$ cat src/rtl/lsu_pkg.sv
// Shared types for the data-memory load/store unit.
// Misalignment trapping is enabled by defining LSU_MISALIGN_TRAP_EN.
package lsu_pkg;

  typedef enum logic [1:0] {
    SZ_BYTE = 2'b00,
    SZ_HALF = 2'b01,
    SZ_WORD = 2'b10,
    SZ_RSVD = 2'b11
  } size_e;

  typedef enum logic [1:0] {
    IDLE   = 2'b00,
    ACCESS = 2'b01,
    DATA   = 2'b10,
    RESP   = 2'b11
  } state_e;

  localparam logic [3:0] LANE_NONE = 4'b0000;
  localparam logic [3:0] LANE_BYTE = 4'b0001;
  localparam logic [3:0] LANE_HALF = 4'b0011;
  localparam logic [3:0] LANE_WORD = 4'b1111;

  function automatic logic [3:0] lane_mask(size_e sz);
    logic [3:0] m;
    m = LANE_WORD;
    unique case (1'b1)
      sz == SZ_BYTE: m = LANE_BYTE;
      sz == SZ_HALF: m = LANE_HALF;
      default:       m = LANE_WORD;
    endcase
    return m;
  endfunction

  // Reserved size behaves as a word, so it shares the word alignment rule.
  function automatic logic misaligned(size_e sz, logic [1:0] lo);
    logic r;
    r = 1'b0;
    unique case (1'b1)
      sz == SZ_BYTE: r = 1'b0;
      sz == SZ_HALF: r = lo[0];
      default:       r = |lo;
    endcase
    return r;
  endfunction

endpackage

$ cat src/rtl/lsu_load_extend.sv
// Trims a 32-bit memory word to the access size and
// sign- or zero-extends it.
module lsu_load_extend
  import lsu_pkg::*;
(
  input  logic [31:0] word,
  input  size_e       size,
  input  logic        uns,
  output logic [31:0] data
);

  logic sb;
  logic sh;

  assign sb = ~uns & word[7];
  assign sh = ~uns & word[15];

  always_comb begin
    data = word;
    unique case (1'b1)
      size == SZ_BYTE: data = {{24{sb}}, word[7:0]};
      size == SZ_HALF: data = {{16{sh}}, word[15:0]};
      default:         data = word;
    endcase
  end

endmodule

$ cat src/rtl/data_mem_lsu.sv
// Single-outstanding load/store unit in front of the banked data memory.
// Define LSU_MISALIGN_TRAP_EN to answer misaligned accesses with rsp_err.
module data_mem_lsu
  import lsu_pkg::*;
#(
  parameter int ADDR_W = 32,
  parameter int DATA_W = 32
) (
  input  logic              Clk,
  input  logic              Reset_n,
  input  logic              req_valid,
  output logic              req_ready,
  input  logic              req_we,
  input  logic [1:0]        req_size,
  input  logic              req_unsigned,
  input  logic [ADDR_W-1:0] req_addr,
  input  logic [DATA_W-1:0] req_wdata,
  output logic              rsp_valid,
  input  logic              rsp_ready,
  output logic [DATA_W-1:0] rsp_rdata,
  output logic              rsp_err,
  output logic [ADDR_W-1:0] mem_raddress,
  output logic [ADDR_W-1:0] mem_waddress,
  output logic [DATA_W-1:0] mem_datain,
  output logic [3:0]        mem_wr,
  input  logic [DATA_W-1:0] mem_dataout
);

  state_e            state_q;
  state_e            state_d;
  logic [ADDR_W-1:0] addr_q;
  logic [DATA_W-1:0] wdata_q;
  logic [DATA_W-1:0] rdata_q;
  logic              we_q;
  logic              uns_q;
  size_e             size_q;
  logic              err_q;
  logic              trap;
  logic              accept;
  logic [31:0]       ext;

`ifdef LSU_MISALIGN_TRAP_EN
  assign trap = misaligned(size_e'(req_size), req_addr[1:0]);
`else
  assign trap = 1'b0;
`endif

  assign accept = (state_q == IDLE) & req_valid;

  always_comb begin
    state_d = state_q;
    unique case (state_q)
      IDLE:    if (req_valid) state_d = trap ? RESP : ACCESS;
      ACCESS:  state_d = we_q ? RESP : DATA;
      DATA:    state_d = RESP;
      RESP:    if (rsp_ready) state_d = IDLE;
      default: state_d = IDLE;
    endcase
  end

  always_ff @(posedge Clk or negedge Reset_n) begin
    if (!Reset_n) state_q <= IDLE;
    else          state_q <= state_d;
  end

  // Address/data only move on a real memory access so the
  // memory-facing buses keep their last value across traps.
  always_ff @(posedge Clk or negedge Reset_n) begin
    if (!Reset_n) begin
      addr_q  <= '0;
      wdata_q <= '0;
    end else if (accept && !trap) begin
      addr_q  <= req_addr;
      wdata_q <= req_wdata;
    end
  end

  always_ff @(posedge Clk or negedge Reset_n) begin
    if (!Reset_n) begin
      we_q   <= 1'b0;
      uns_q  <= 1'b0;
      size_q <= SZ_BYTE;
      err_q  <= 1'b0;
    end else if (accept) begin
      we_q   <= req_we;
      uns_q  <= req_unsigned;
      size_q <= size_e'(req_size);
      err_q  <= trap;
    end
  end

  lsu_load_extend u_ext (
    .word (mem_dataout[31:0]),
    .size (size_q),
    .uns  (uns_q),
    .data (ext)
  );

  always_ff @(posedge Clk or negedge Reset_n) begin
    if (!Reset_n) begin
      rdata_q <= '0;
    end else if (accept) begin
      rdata_q <= '0;
    end else if (state_q == DATA) begin
      rdata_q <= ext;
    end
  end

  assign req_ready    = (state_q == IDLE) & Reset_n;
  assign rsp_valid    = (state_q == RESP);
  assign rsp_rdata    = rdata_q;
  assign rsp_err      = err_q;
  assign mem_raddress = addr_q;
  assign mem_waddress = addr_q;
  assign mem_datain   = wdata_q;

  // Decoded from async-reset state so a reset kills the write at once.
  assign mem_wr = (state_q == ACCESS && we_q) ? lane_mask(size_q)
                                              : LANE_NONE;

endmodule

$ cat config.mk
export PLATFORM = sky130hd
export DESIGN_NAME = data_mem_lsu
export DESIGN_NICKNAME = d
export VERILOG_FILES = /design/src/rtl/lsu_pkg.sv /design/src/rtl/lsu_load_extend.sv /design/src/rtl/data_mem_lsu.sv
export SDC_FILE = /design/constraint.sdc
export NUM_CORES = 1
export LEC_CHECK = 0
export BUFFER_PORTS_ARGS = -buffer_cell sky130_fd_sc_hd__buf_2
export CAP_MARGIN = 20
export CORE_ASPECT_RATIO = 1.5
export CORE_UTILIZATION = 42
export CTS_BUF_LIST = sky130_fd_sc_hd__clkbuf_8 sky130_fd_sc_hd__clkbuf_16
export CTS_CLUSTER_SIZE = 30
export DETAILED_ROUTE_END_ITERATION = 7
export GPL_ROUTABILITY_DRIVEN = 1
export PLACE_DENSITY = 0.77
export SYNTH_ARGS = -nofsm -noshare
export SYNTH_HDL_FRONTEND = slang
export SYNTH_HIERARCHICAL = 1
export SYNTH_SLANG_ARGS = --single-unit
$ cat constraint.sdc
create_clock -name Clk -period 1.5 [get_ports Clk]
set_input_delay 0.45 -clock Clk [delete_from_list [all_inputs] [get_ports Clk]]
set_output_delay 0.45 -clock Clk [all_outputs]
set_load 0.02 [all_outputs]
After elaboration in Yosys (flattened, before gate mapping)

Index checks and enable logic that the tools add are counted.

Equality and inequality tests: 6
Reduce and logical (&&, ||, !) cells: 5
Bitwise gates (word level): 5
Mux-type cells: 9

Operators by type and width:

| cell                                                                    | number |
|---|---|
| 32-bit 2-to-1 mux                                                       | 2 |
| 32-bit case mux with 2 select lines                                     | 1 |
| 2-bit case mux with 4 select lines                                      | 1 |
| 4-bit case mux with 2 select lines                                      | 1 |
| 1-bit AND                                                               | 4 |
| 2-bit by 1-bit equality test with 1-bit output, second input constant   | 2 |
| 2-bit equality test, second input constant                              | 2 |
| 2-bit zero test                                                         | 2 |
| 2-bit 2-to-1 mux                                                        | 2 |
| 4-bit 2-to-1 mux                                                        | 1 |
| 2-bit by 1-bit inequality test with 1-bit output, second input constant | 1 |
| 2-bit inequality test, second input constant                            | 1 |
| 2-bit AND reduction                                                     | 1 |
| 2-bit nonzero test                                                      | 1 |
| 1-bit logical AND                                                       | 1 |
| 1-bit 2-to-1 mux                                                        | 1 |
| 1-bit inverter                                                          | 1 |

Word-level logic and storage cells: 32
Output and inout port bits: 135
Bits of input ports: 104
Flip-flop bits (word level): 102

Logic depth before layout (Yosys ltp)

Word-level depth: 5
Depth in mapped cells: 7
Gate-level depth less buffers: 5

Modules after synthesis

The synthesis kept the hierarchy.

Modules (own cells, without submodules):

| module          | area an instance (um^2) | seq. area each (um^2) | cells each | instances |
|---|---|---|---|---|
| data_mem_lsu    | 4633.2                  | 2552.4                | 303        | 1 |
| lsu_load_extend | 355.3                   | 0.0                   | 67         | 1 |

Worst setup path after synthesis

No wires, ideal clock.

Kind: reg-to-output
From: register state_q[1]
To: output mem_wr[1]
Path buffers: 0
Slack: -0.117 ns
Data required time: 1.050 ns
Cell stages (with the launch flop): 5
Data arrival time: 1.167 ns
Path through: dfrtp_1 inv_1 ha_1 and2_1 o21a_1

Word-level cells in the longest chain between the ends: 3

Ends and longest elaborated chain:

| what                                           | RTL line            | RTL |
|---|---|---|
| from (decl)                                    | data_mem_lsu.sv:29  | `state_e state_q;` |
| from (signal assigned)                         | data_mem_lsu.sv:63  | `else state_q <= state_d;` |
| 2-bit by 1-bit equality test with 1-bit output | data_mem_lsu.sv:118 | `assign mem_wr = (state_q == ACCESS && we_q) ? lane_mask(size_q)` |
| 1-bit logical AND                              | data_mem_lsu.sv:118 |  |
| 4-bit 2-to-1 mux                               | data_mem_lsu.sv:118 |  |
| to (decl)                                      | data_mem_lsu.sv:25  | `output logic [3:0] mem_wr,` |

Every way passes these cells.

Worst setup path after layout

Same ends and word-level chain as after synthesis.

==> run metrics <==
worst clock skew between 9 and 10 ps; DRC Markers 0; register clock-pin slew on the reported worst setup and hold paths around 70 ps; run status finished, violations left; y dimension of the die ~140 µm; average size of a mapped cell between 10 and 15 µm²; kind of cell with the highest combined delay on the critical path flip-flops; number of detailed-route iterations in the first pass 4; CTS tree done; Synth warnings 6; R2R Setup Slk -140 ps; slowest library cell on the worst path sky130_fd_sc_hd__dfrtp_1; Die Span X between 90 and 100 µm; Routed Wire Length between 10000 and 15000 µm; number of placed instances with taps included 713; asr flop ratio synth 100.0%; post-layout minimum cycle time around 1800 ps; placed cell areas about 6000 µm²; number of CTS-inserted buffers 9; setup repair after global routing missed its margin yes; wire length of the first global-routing pass between 15000 and 20000 µm; worst min path class in -> async; combined area of all synthesized cells 4989 µm²; GRT Resource Usage Total about a fifth; Crit path required time 1050 ps; worst IR drop on VDD approximately 1.2 mV; signal arrival time at the worst endpoint roughly 1300 ps; Netlist cell types 28; failing checks negative setup slack; number of global-route vias before repair approximately 3600; nets@finish a little under 700; H-tree Lvls 3; total of flip-flops plus latches after synthesis around 100; pin count of the biggest net entering global routing about 100; endpoint kind of the worst setup timing path output port; share of post-route cells with drive strength above 1 62.84%; post-detailed-route count of antenna-violating nets 0; slowest stage delay, CP roughly 400 ps; upper clock frequency limit 558.9 MHz; final setup fails 83; synthesis-to-layout area growth 32.88%; number of antenna violations at the first check in global routing 0; non-filler instance count after layout approximately 740; number of standard-cell rows in the floorplan 48; total power divided by cell area 2457 nW/µm²; max-cap viol count 0; count of routing violations after the opening detailed-route iteration between 70 and 80; global route total overflow 0; Die Footprint between 10000 and 15000 µm²; total clock sinks 102; category of the most critical setup path reg -> out; standby leakage power about 3.5 nW; hold_buf cts 0; Initial Util about 43%; power consumption approximately 16 mW; average vias per placed instance 4.755; total nets after synthesis roughly 480; routed wire length per instance about 16 µm; final worst setup slack -289.1 ps; PortBufs about 240; placeable core region 11530 µm²; sequential element share of the synthesized area 51.17%; final setup TNS -7460 ps; Syn Inst Count 370; ant diodes 0; worst-path maximum fanout 3; number of top-level pins around 240; startpoint types flip-flop; cell-by-cell listing of the critical path inv_2 -> ha_4 -> and2_4 -> o21a_4 -> buf_6; number of flops mapped to enable cells by yosys 0; Non-Filler Cell Area, Final approximately 6600 µm²; clock latency on the worst-skew pair 340 ps; Detail Placement HPWL 8587 µm; top_reg_cell synth sky130_fd_sc_hd__dfrtp_1; Final GP Congestion 0.7741; Vias roughly 3500; post-route core utilization a little under three fifths; fraction of the cycle the final worst path needs 119.3%; transition at the pin with the smallest max-transition slack 543.6 ps; final-report max-slew violation count 0; root buffer selected by CTS sky130_fd_sc_hd__clkbuf_16; worst rel slew slack between 60% and 70%; maximum number of buffers from clock root to sink 2; number of endpoints with negative hold slack in the final report 0; buffers plus inverters on the worst setup path 2
-- through the flow --
| step | hold slack [ps] | setup WS, ps |
|---|---|---|
| 3_3_place_gp | 493.6 | -13.05 |
| 3_5_place_dp | 487.0 | -83.42 |
| 6_report | 168.8 | -289.1 |
| 4_1_cts | 208.3 | -319.0 |
| 5_1_grt | 225.2 | -339.1 |
| 2_1_floorplan | 154.4 | -8.191 |
-- layout by cell type, fill, tap and decap left out, types with 3 or more instances in the layout --
master,n
sky130_fd_sc_hd__buf_4,17
sky130_fd_sc_hd__mux2_4,66
sky130_fd_sc_hd__and2_4,4
sky130_fd_sc_hd__dfrtp_1,100
sky130_fd_sc_hd__mux2_2,3
sky130_fd_sc_hd__o21ai_0,24
sky130_fd_sc_hd__nor2_1,33
sky130_fd_sc_hd__buf_12,6
sky130_fd_sc_hd__mux2i_1,32
sky130_fd_sc_hd__nand2_1,24
sky130_fd_sc_hd__buf_6,10
sky130_fd_sc_hd__buf_2,231
sky130_fd_sc_hd__clkbuf_16,11
-- logic make-up after synthesis --
group                    synth area share [%]
AO/OA/AOI/OAI                           2.935
adder cells (fa/ha/maj)                 1.254
buffers and inverters                   11.69
flip-flops                              51.17
multiplexers                            27.24
other                                 0.07517
AND/OR/NAND/NOR                         5.644
-- worst register-to-register path, delay by kind of cell, from the launching register on --
kind | cells | cell delay, ps
adder cells (fa/ha/maj) | 1 | 220
buffers and inverters | 3 | 370
flip-flops | 1 | 410
multiplexers | 1 | 310
AND/OR/NAND/NOR | 1 | 210
-- layout make-up --
| class | count | area (µm²) |
|---|---|---|
| fill | 974 | 4902 |
| sequential | 102 | 2555 |
| multi-input combinational | 202 | 1902 |
| timing repair buffer | 270 | 1669 |
| clock buffer | 10 | 239.0 |
| tap | 150 | 187.7 |
| clock inverter | 6 | 68.82 |
| inverter | 2 | 7.507 |
-- cells in the mapped netlist (2+ instances only) --
master | count | area [µm²]
sky130_fd_sc_hd__mux2_2 | 3 | 33.78
sky130_fd_sc_hd__buf_12 | 7 | 140.1
sky130_fd_sc_hd__or2_1 | 2 | 12.51
sky130_fd_sc_hd__inv_1 | 2 | 7.510
sky130_fd_sc_hd__mux2_4 | 66 | 991.0
sky130_fd_sc_hd__and2_1 | 2 | 12.51
sky130_fd_sc_hd__nor2_1 | 33 | 123.9
sky130_fd_sc_hd__dfrtp_1 | 102 | 2552
sky130_fd_sc_hd__buf_2 | 5 | 25.02
sky130_fd_sc_hd__nand2_1 | 24 | 90.09
sky130_fd_sc_hd__buf_6 | 5 | 56.30
sky130_fd_sc_hd__mux2i_1 | 32 | 320.3
sky130_fd_sc_hd__ha_1 | 5 | 62.56
sky130_fd_sc_hd__clkbuf_1 | 3 | 11.26
sky130_fd_sc_hd__o21ai_0 | 24 | 120.1
sky130_fd_sc_hd__buf_4 | 43 | 322.8
-- path summary, 6_finish.rpt --
check,from,end,cells after the start
max in group asynchronous,Reset_n,rsp_rdata[14],2
setup / recovery,state_q[1],mem_wr[1],5
hold reg to reg,mem_datain[6],mem_datain[6],1
hold / removal,Reset_n,mem_datain[1],2
setup reg to reg,state_q[1],mem_datain[7],6
min in group Clk,req_wdata[17],mem_datain[17],2
-- repair_timing --
item,in CTS,in global routing
pin swaps,2,3
buffers inserted,5,2
endpoints found under the setup margin,96,108
cloned,4,2
resized for setup,21,11
-- power by group --
part           leakage [nW]  total (mW)  internal (mW)  switching [mW]
Clock                 0.149        2.36           1.35            1.02
Sequential             1.24        5.04           4.08           0.955
Combinational          2.10        8.88           4.18            4.70
Total                  3.49        16.3           9.61            6.68
-- metal layers --
| metal | wire [µm] | GRT usage [%] |
|---|---|---|
| met2 | 6641 | 34.85 |
| met4 | 215 | 6.349 |
| met3 | 493 | 3.030 |
| met1 | 4684 | 22.01 |
| met5 | 0 | 0 |
-- state kept, by name, indices dropped and copies added (netlist names) --
name,cells
uns_q,1
rsp_rdata,32
we_q,1
mem_datain,32
size_q,2
mem_raddress,32
state_q,2
No activity file was read; power rests on OpenSTA's default activity.
